### src/rtl/fetch_unit.sv
// fetch_unit: instruction fetch front end. Issues in-order imem reads for the
// current PC, tags each request with its PC, collects responses into a small
// instruction buffer, and hands instructions to decode with valid/ready.
// A flush empties the buffer and marks in-flight fetches to be dropped.
module fetch_unit #(
    parameter int DEPTH   = 2,
    parameter int MAX_OUT = 2
) (
    input  logic        CLK,
    input  logic        RST,
    input  logic [31:0] PC_IF,
    output logic        PC_EN,
    output logic        IMEM_REQ,
    output logic [31:0] IMEM_ADDR,
    input  logic        IMEM_GNT,
    input  logic        IMEM_RVALID,
    input  logic [31:0] IMEM_RDATA,
    input  logic        FLUSH,
    output logic        ID_VALID,
    input  logic        ID_READY,
    output logic [31:0] ID_INSTR,
    output logic [31:0] ID_PC,
    output logic [31:0] ID_PC4,
    output logic        ERR
);

    localparam int PW = $clog2(DEPTH);
    localparam int TW = (MAX_OUT > 1) ? $clog2(MAX_OUT) : 1;
    // Counter width covers drop+occupancy+outstanding without overflow.
    localparam int CW = $clog2(DEPTH + 2 * MAX_OUT + 1) + 1;

    localparam logic [CW-1:0] DEPTH_C = CW'(DEPTH);
    localparam logic [CW-1:0] MAX_C   = CW'(MAX_OUT);
    localparam logic [TW-1:0] TQ_LAST = TW'(MAX_OUT - 1);

    logic [CW-1:0] occ, outst, drop;
    logic [PW-1:0] wr_ptr, rd_ptr;
    logic [TW-1:0] tq_wr, tq_rd;
    logic          err_q;

    logic [31:0] tag_q      [MAX_OUT];
    logic [31:0] ibuf_instr [DEPTH];
    logic [31:0] ibuf_pc    [DEPTH];

    logic          issue, rsp, rsp_keep, pop;
    logic [CW-1:0] outst_nxt;

    // Request gating uses registered counts only, so decode backpressure and
    // memory responses never reach IMEM_REQ combinationally. While draining
    // dropped fetches, new issue waits until the dropped ones are accounted for.
    always_comb begin
        IMEM_ADDR = {PC_IF[31:2], 2'b00};
        IMEM_REQ  = RST && !FLUSH
                    && (outst < MAX_C)
                    && ((occ + outst) < DEPTH_C)
                    && !((drop != '0) && ((drop + occ + outst) >= DEPTH_C));
        PC_EN     = IMEM_REQ & IMEM_GNT;
        issue     = PC_EN;
        rsp       = IMEM_RVALID && (outst != '0);
        rsp_keep  = rsp && (drop == '0) && !FLUSH;
        pop       = ID_VALID && ID_READY && !FLUSH;
        outst_nxt = outst + CW'(issue) - CW'(rsp);
    end

    // Decode-side view of the buffer head.
    always_comb begin
        ID_VALID = (occ != '0);
        ID_INSTR = ibuf_instr[rd_ptr];
        ID_PC    = ibuf_pc[rd_ptr];
        ID_PC4   = ibuf_pc[rd_ptr] + 32'd4;
        ERR      = err_q;
    end

    // Control state: counters, pointers, drop accounting and sticky error.
    always_ff @(posedge CLK or negedge RST) begin
        if (!RST) begin
            occ    <= '0;
            outst  <= '0;
            drop   <= '0;
            wr_ptr <= '0;
            rd_ptr <= '0;
            tq_wr  <= '0;
            tq_rd  <= '0;
            err_q  <= 1'b0;
        end else begin
            outst <= outst_nxt;
            if (issue)
                tq_wr <= (tq_wr == TQ_LAST) ? '0 : tq_wr + TW'(1);
            if (rsp)
                tq_rd <= (tq_rd == TQ_LAST) ? '0 : tq_rd + TW'(1);
            if (IMEM_RVALID && (outst == '0))
                err_q <= 1'b1;
            if (FLUSH) begin
                // Everything still in flight after this cycle must be dropped.
                occ    <= '0;
                wr_ptr <= '0;
                rd_ptr <= '0;
                drop   <= outst_nxt;
            end else begin
                if (rsp && (drop != '0))
                    drop <= drop - CW'(1);
                if (rsp_keep)
                    wr_ptr <= wr_ptr + PW'(1);
                if (pop)
                    rd_ptr <= rd_ptr + PW'(1);
                occ <= occ + CW'(rsp_keep) - CW'(pop);
            end
        end
    end

    // Datapath storage: PC tags of in-flight requests and buffered instructions.
    always_ff @(posedge CLK) begin
        if (issue)
            tag_q[tq_wr] <= IMEM_ADDR;
        if (rsp_keep) begin
            ibuf_instr[wr_ptr] <= IMEM_RDATA;
            ibuf_pc[wr_ptr]    <= tag_q[tq_rd];
        end
    end

endmodule

### config.mk
export PLATFORM = sky130hd
export DESIGN_NAME = fetch_unit
export DESIGN_NICKNAME = d
export VERILOG_FILES = /design/src/rtl/fetch_unit.sv
export SDC_FILE = /design/constraint.sdc
export NUM_CORES = 1
export LEC_CHECK = 0
export CAP_MARGIN = 5
export CORE_ASPECT_RATIO = 0.8
export CORE_MARGIN = 3
export CORE_UTILIZATION = 54
export DETAILED_ROUTE_END_ITERATION = 7
export HOLD_SLACK_MARGIN = 0.08
export MAX_ROUTING_LAYER = met4
export PLACE_DENSITY = 0.85
export SYNTH_ARGS = -nofsm -noshare
export SYNTH_HDL_FRONTEND = slang
export SYNTH_SLANG_ARGS = --single-unit
### constraint.sdc
create_clock -name CLK -period 13.8 [get_ports CLK]
set_input_delay 1.38 -clock CLK [delete_from_list [all_inputs] [get_ports CLK]]
set_output_delay 1.38 -clock CLK [all_outputs]
set_load 0.005 [all_outputs]
==> Yosys cells after proc, flatten, opt, wreduce, memory -nomap -nowiden <==
Memories as Yosys holds them, arrays and structs flattened.
Cells that the tools add are included.
{ "classes": {"magnitude_cmp": 3, "eq_ne": 0, "shifts": 0, "mux": 13, "n_div": 0, "multipliers": 0, "addsub": 13, "n_reduce_logical": 22, "n_bitwise": 1} }
{ "op_table": {"columns": ["cell", "count"], "rows": [
  ["$add 32x3->32 const B", 1],
  ["$add 4x4->4", 3],
  ["$logic_and 1x1->1", 12],
  ["$mux 4", 3],
  ["$reduce_bool 4->1", 3],
  ["$mux 1", 10],
  ["$add 4x1->4", 2],
  ["$logic_not 4->1", 2],
  ["$lt 4x2->1 const B", 2],
  ["$sub 4x1->4", 2],
  ["$reduce_bool 2->1", 3],
  ["$add 1x1->1 const B", 4],
  ["$ge 4x2->1 const B", 1],
  ["$sub 4x1->4 const B", 1],
  ["$logic_not 1->1", 2],
  ["$and 1x1->1", 1]
]} }
{ "word_totals": {"mem_count": 3, "rom_bits": 0, "latch_bits": 0, "regBits": 17, "ramBits": 188, "input_bits": 70, "elab_cells": 63, "out_inout_bits": 132} }
{ "mem_list": {"columns": ["memory", "depth", "width", "read_ports", "rd_ports_with_merged_regs", "write_ports", "line", "text"], "rows": [
  ["ibuf_instr", 2, 32, 1, 0, 1, "42", "logic [31:0] ibuf_instr [DEPTH];"],
  ["ibuf_pc", 2, 32, 1, 0, 1, "43", "logic [31:0] ibuf_pc [DEPTH];"],
  ["tag_q", 2, 30, 1, 0, 1, "41", "logic [31:0] tag_q [MAX_OUT];"]
]} }

==> Logic depth before layout (Yosys ltp) <==
{ "depth": {"ltp_word": 10, "depth_mapped": 16, "depth_no_buf": 16} }

==> Worst setup path before layout <==
No wires, ideal clock.
{ "synth_path": {"path_kind": "input to register", "start": "input port IMEM_RVALID", "end": "memory ibuf_instr[0][0], enable pin", "required_ns": 13.318, "setup_ns": 0.482, "arrival_ns": 4.406, "path_slack_ns": 8.912, "n_path_buf": 0, "stages": 4, "path_cell_list": "o21ai_0 > nor2_1 > nand2_1 > nor2_1"} }
{ "synth_via": {"elab_chain_cells": 5} }
{ "synth_lines": {"columns": ["item", "line", "text"], "rows": [
  ["from (decl)", "16", "input logic IMEM_RVALID,"],
  ["$logic_and 1x1->1", "59", "rsp = IMEM_RVALID && (outst != '0);"],
  ["$logic_and 1x1->1 (2 in series)", "60", "rsp_keep = rsp && (drop == '0) && !FLUSH;"],
  ["$mux 1", "115", "if (rsp_keep) begin"],
  ["$mux 1 (not written as such)", "116", "ibuf_instr[wr_ptr] <= IMEM_RDATA;"],
  ["to (decl)", "42", null]
]} }
Every way passes these cells.

==> Worst setup path after layout <==
{ "layout_path": {"start": "register rd_ptr", "end": "output port ID_PC4[30]"} }
{ "layout_via": {"elab_chain_cells": 2} }
{ "layout_lines": {"columns": ["item", "line", "text"], "rows": [
  ["from (decl)", "37", "logic [PW-1:0] wr_ptr, rd_ptr;"],
  ["from (signal assigned)", "105", "rd_ptr <= rd_ptr + PW'(1);"],
  ["$mem_v2 2x32", null, null],
  ["$add 32x3->32", "70", "ID_PC4 = ibuf_pc[rd_ptr] + 32'd4;"],
  ["to (decl)", "23", "output logic [31:0] ID_PC4,"]
]} }
Every way passes these cells.

==> impl_metrics.tcl <==
set metrics [dict create \
    met3_usage 0.04159 \
    max_freq_mhz 185.6 \
    yosysTopAreaCellShare 0.6246 \
    min_path_type "flip-flop to flip-flop" \
    finalSetupViolCount 0 \
    synth_top_cell_by_area "edfxtp_1" \
    postPlaceCellArea_um2 10760 \
    worstSetupPathType "flip-flop to output pin" \
    cts_tree "done" \
    r2r_end "drop[2]$_DFFE_PN0P_" \
    skew_ns 0.01680 \
    grt_overflow 0 \
    power.switching_uw 519.4 \
    start_kind "flip-flop" \
    tightest_slew_ns 1.009 \
    sw_frac_of_total 0.2732 \
    netlist_instances 560 \
    port_buffers 193 \
    ys_types 46 \
    outcome "finished, final reports clean" \
    final_layout_size_suffix_gt1_frac 0.1660 \
    synthFlopType "edfxtp_1" \
    timing.rr.start "outst[1]$_DFF_PN0_" \
    max-clock-path-buffers 3 \
    setup_tns_ns 0 \
    synth_area_leaders "edfxtp_1 62%, mux2_2 10%, dfrtp_1 4.8%, buf_4 3.2%, xnor2_1 3.2%" \
    hold_viol_final 0 \
    htreeDepth 1 \
    mostFrequentLayoutCell "clkdlybuf4s50_1" \
    first_iter_violations 238 \
    rr_worst_depth 16 \
    clock_latency_ns 0.49 \
    path_cells "buf_4, nand4_1, a211oi_4, nor4b_4, nand3_1, xnor2_1, clkdlybuf4s50_1" \
    wl_per_cell_um 18.18 \
    grt_pass1_wl_um 26940 \
    seq_area_frac_synth 0.6727 \
    routabilityCongestion 0.8301 \
    cts-buffers-inserted 20 \
    rows 41 \
    nets 827 \
    yosys_warnings 0 \
    route.vias.total 5048 \
    synth_edf_count 184 \
    wirelength_um 17490 \
    dp_hpwl_um 11930 \
    cp-end-kind "output pin" \
    root_buffer "clkbuf_16" \
    required_ns 12.42 \
    die_y_um 120.5 \
    cp_max_fo 81 \
    crit_start "rd_ptr$_DFFE_PN0P_" \
    cts-resized-gates 0 \
    fp.dieW_um 149.1 \
    slowest_delay_ns 0.76 \
    critPathCapture "ID_PC4[30]" \
    core_um2 15900 \
    finalCritPeriodShare 0.3905 \
    busiest_layer "met2" \
    grt_util_met1 0.2520 \
    p_comb_frac 0.326 \
    syn_area_um2 8846 \
    synthArstFlopShare 0.08458 \
    power_frac_seq 0.389 \
    cp_slowest_cell "buf_4" \
    clk_pin_slew_ns 0.06 \
    power.internal_mw 1.382 \
    slew_violations 0 \
    cts_hold_buf 0 \
    ant_nets 0 \
    most-common-layout-cells "193 x clkdlybuf4s50_1, 184 x edfxtp_1, 79 x mux2_2, 35 x inv_1, 32 x xnor2_1" \
    syn2layout_area_growth_pct 29.31 \
    p_per_area_nw_per_um2 166.2 \
    peakVddDrop_mv 0.1202 \
    diodes 0 \
    r2r_setup_slack_ns 9.99 \
    io_pins 202 \
    arrival_ns 4.01 \
    cts_sinks 201 \
    holdPathStages 1 \
    syn_area_per_cell_um2 15.80 \
    slew_headroom 0.3272 \
    firstDrtPassIters 5 \
    start_util 0.5563 \
    vias_per_cell 5.247 \
    drv_cap 0 \
    grt_max_degree 82 \
    ys_seq_elements 201 \
    drc_errors 0 \
    grt_pass1_vias 5248 \
    final_util 0.7193 \
    post-route-min-period_ns 5.389 \
    post-cts-setup-buffers 0 \
    rsz0062_at_grt "no" \
    track_usage 0.1972 \
    design_area_um2 11440 \
    p_clk_frac 0.286 \
    antenna_found_initial 0 \
    gr-usage-met2 0.3286 \
    die-area_um2 17960 \
    leakage_nw 4.032 \
]
==> worst max-delay path, delay by kind of cell (launching register included) <==
| kind | cells | cell delay (ns) |
|---|---|---|
| AOI/OAI and AO/OA | 1 | 0.54 |
| xor gates and xnor gates | 1 | 0.20 |
| and+or+nand+nor | 3 | 0.99 |
| buffers and inverters | 2 | 1.29 |
| DFF | 1 | 0.43 |
==> power groups by stage <==
stage / logic [mW] / clock network (mW) / registers (mW)
floorplan: 0.374 / 0 / 0.741
global placement: 0.601 / 0 / 0.749
detailed placement: 0.620 / 0 / 0.751
CTS: 0.626 / 0.558 / 0.739
global route: 0.678 / 0.581 / 0.743
finish: 0.619 / 0.543 / 0.739
==> per-layer routing <==
metal / vias up / wire length (um)
met4: 0 / 358
met2: 204 / 8573
li1: 2359 / -
met1: 2458 / 7255
met5: - / 0
met3: 27 / 1299
==> worst min path at each step <==
| stage | from | to | slack [ns] |
|---|---|---|---|
| 4_1_cts | ERR$_DFFE_PN0P_ | ERR$_DFFE_PN0P_ | 0.49 |
| 5_1_grt | ERR$_DFFE_PN0P_ | ERR$_DFFE_PN0P_ | 0.52 |
| 6_report | ERR$_DFFE_PN0P_ | ERR$_DFFE_PN0P_ | 0.49 |
| 3_5_place_dp | ERR$_DFFE_PN0P_ | ERR$_DFFE_PN0P_ | 0.46 |
| 2_1_floorplan | tq_wr$_DFFE_PN0N_ | tq_wr$_DFFE_PN0N_ | 0.45 |
| 3_3_place_gp | ERR$_DFFE_PN0P_ | ERR$_DFFE_PN0P_ | 0.45 |
==> cell families (layout without fill, tap and decap cells) <==
logic type	count (synthesis)	after routing	share of synthesized area
compound gates	33	33	0.02546
flops	201	201	0.6727
other cells	1	6	0.0004239
mux	88	88	0.1107
xor+xnor	41	41	0.04215
simple gates	86	86	0.05417
buf+inv	86	268	0.05446
fa+ha+maj	24	24	0.03989
==> registers in the layout, indices dropped and copies added, names as in the netlist <==
register and flops:
outst 4, drop 4, tag_q 60, ibuf_pc 60
tq_wr 1, wr_ptr 1, ERR 1, ibuf_instr 64
rd_ptr 1, occ 4, tq_rd 1
==> cells in the mapped netlist (4+ instances only) <==
library cell,instances
a21oi_1,10
and3_1,6
mux2_2,79
ha_1,17
xnor2_1,32
nand2b_1,4
dfrtp_1,17
nor2_1,13
fa_1,7
nand3_1,17
inv_1,35
nand4_1,4
nor2b_1,4
xor2_1,8
mux2i_1,9
buf_4,38
edfxtp_1,184
o21ai_0,8
nand2_1,22
buf_2,7
==> metrics by stage <==
stage          std cells  total power, mW  hold WS (ns)  setup WS, ns
3_3_place_gp         926            1.350        0.4525         8.730
4_1_cts              962            1.923        0.4928         8.441
2_1_floorplan        565            1.116        0.4518         8.912
3_5_place_dp         926            1.372        0.4632         8.662
5_1_grt              962            2.002        0.5218         8.187
6_report             962            1.901        0.4859         8.411
==> cell type report <==
cell class	count	area [um2]
Sequential cell	201	5954
Fill cell	1018	4464
Multi-Input combinational cell	278	2444
Timing Repair Buffer	197	1962
Clock buffer	29	574.3
Tap cell	215	269.0
Inverter	35	131.4
Clock inverter	7	103.9
Power figures use the tool's default switching activity.
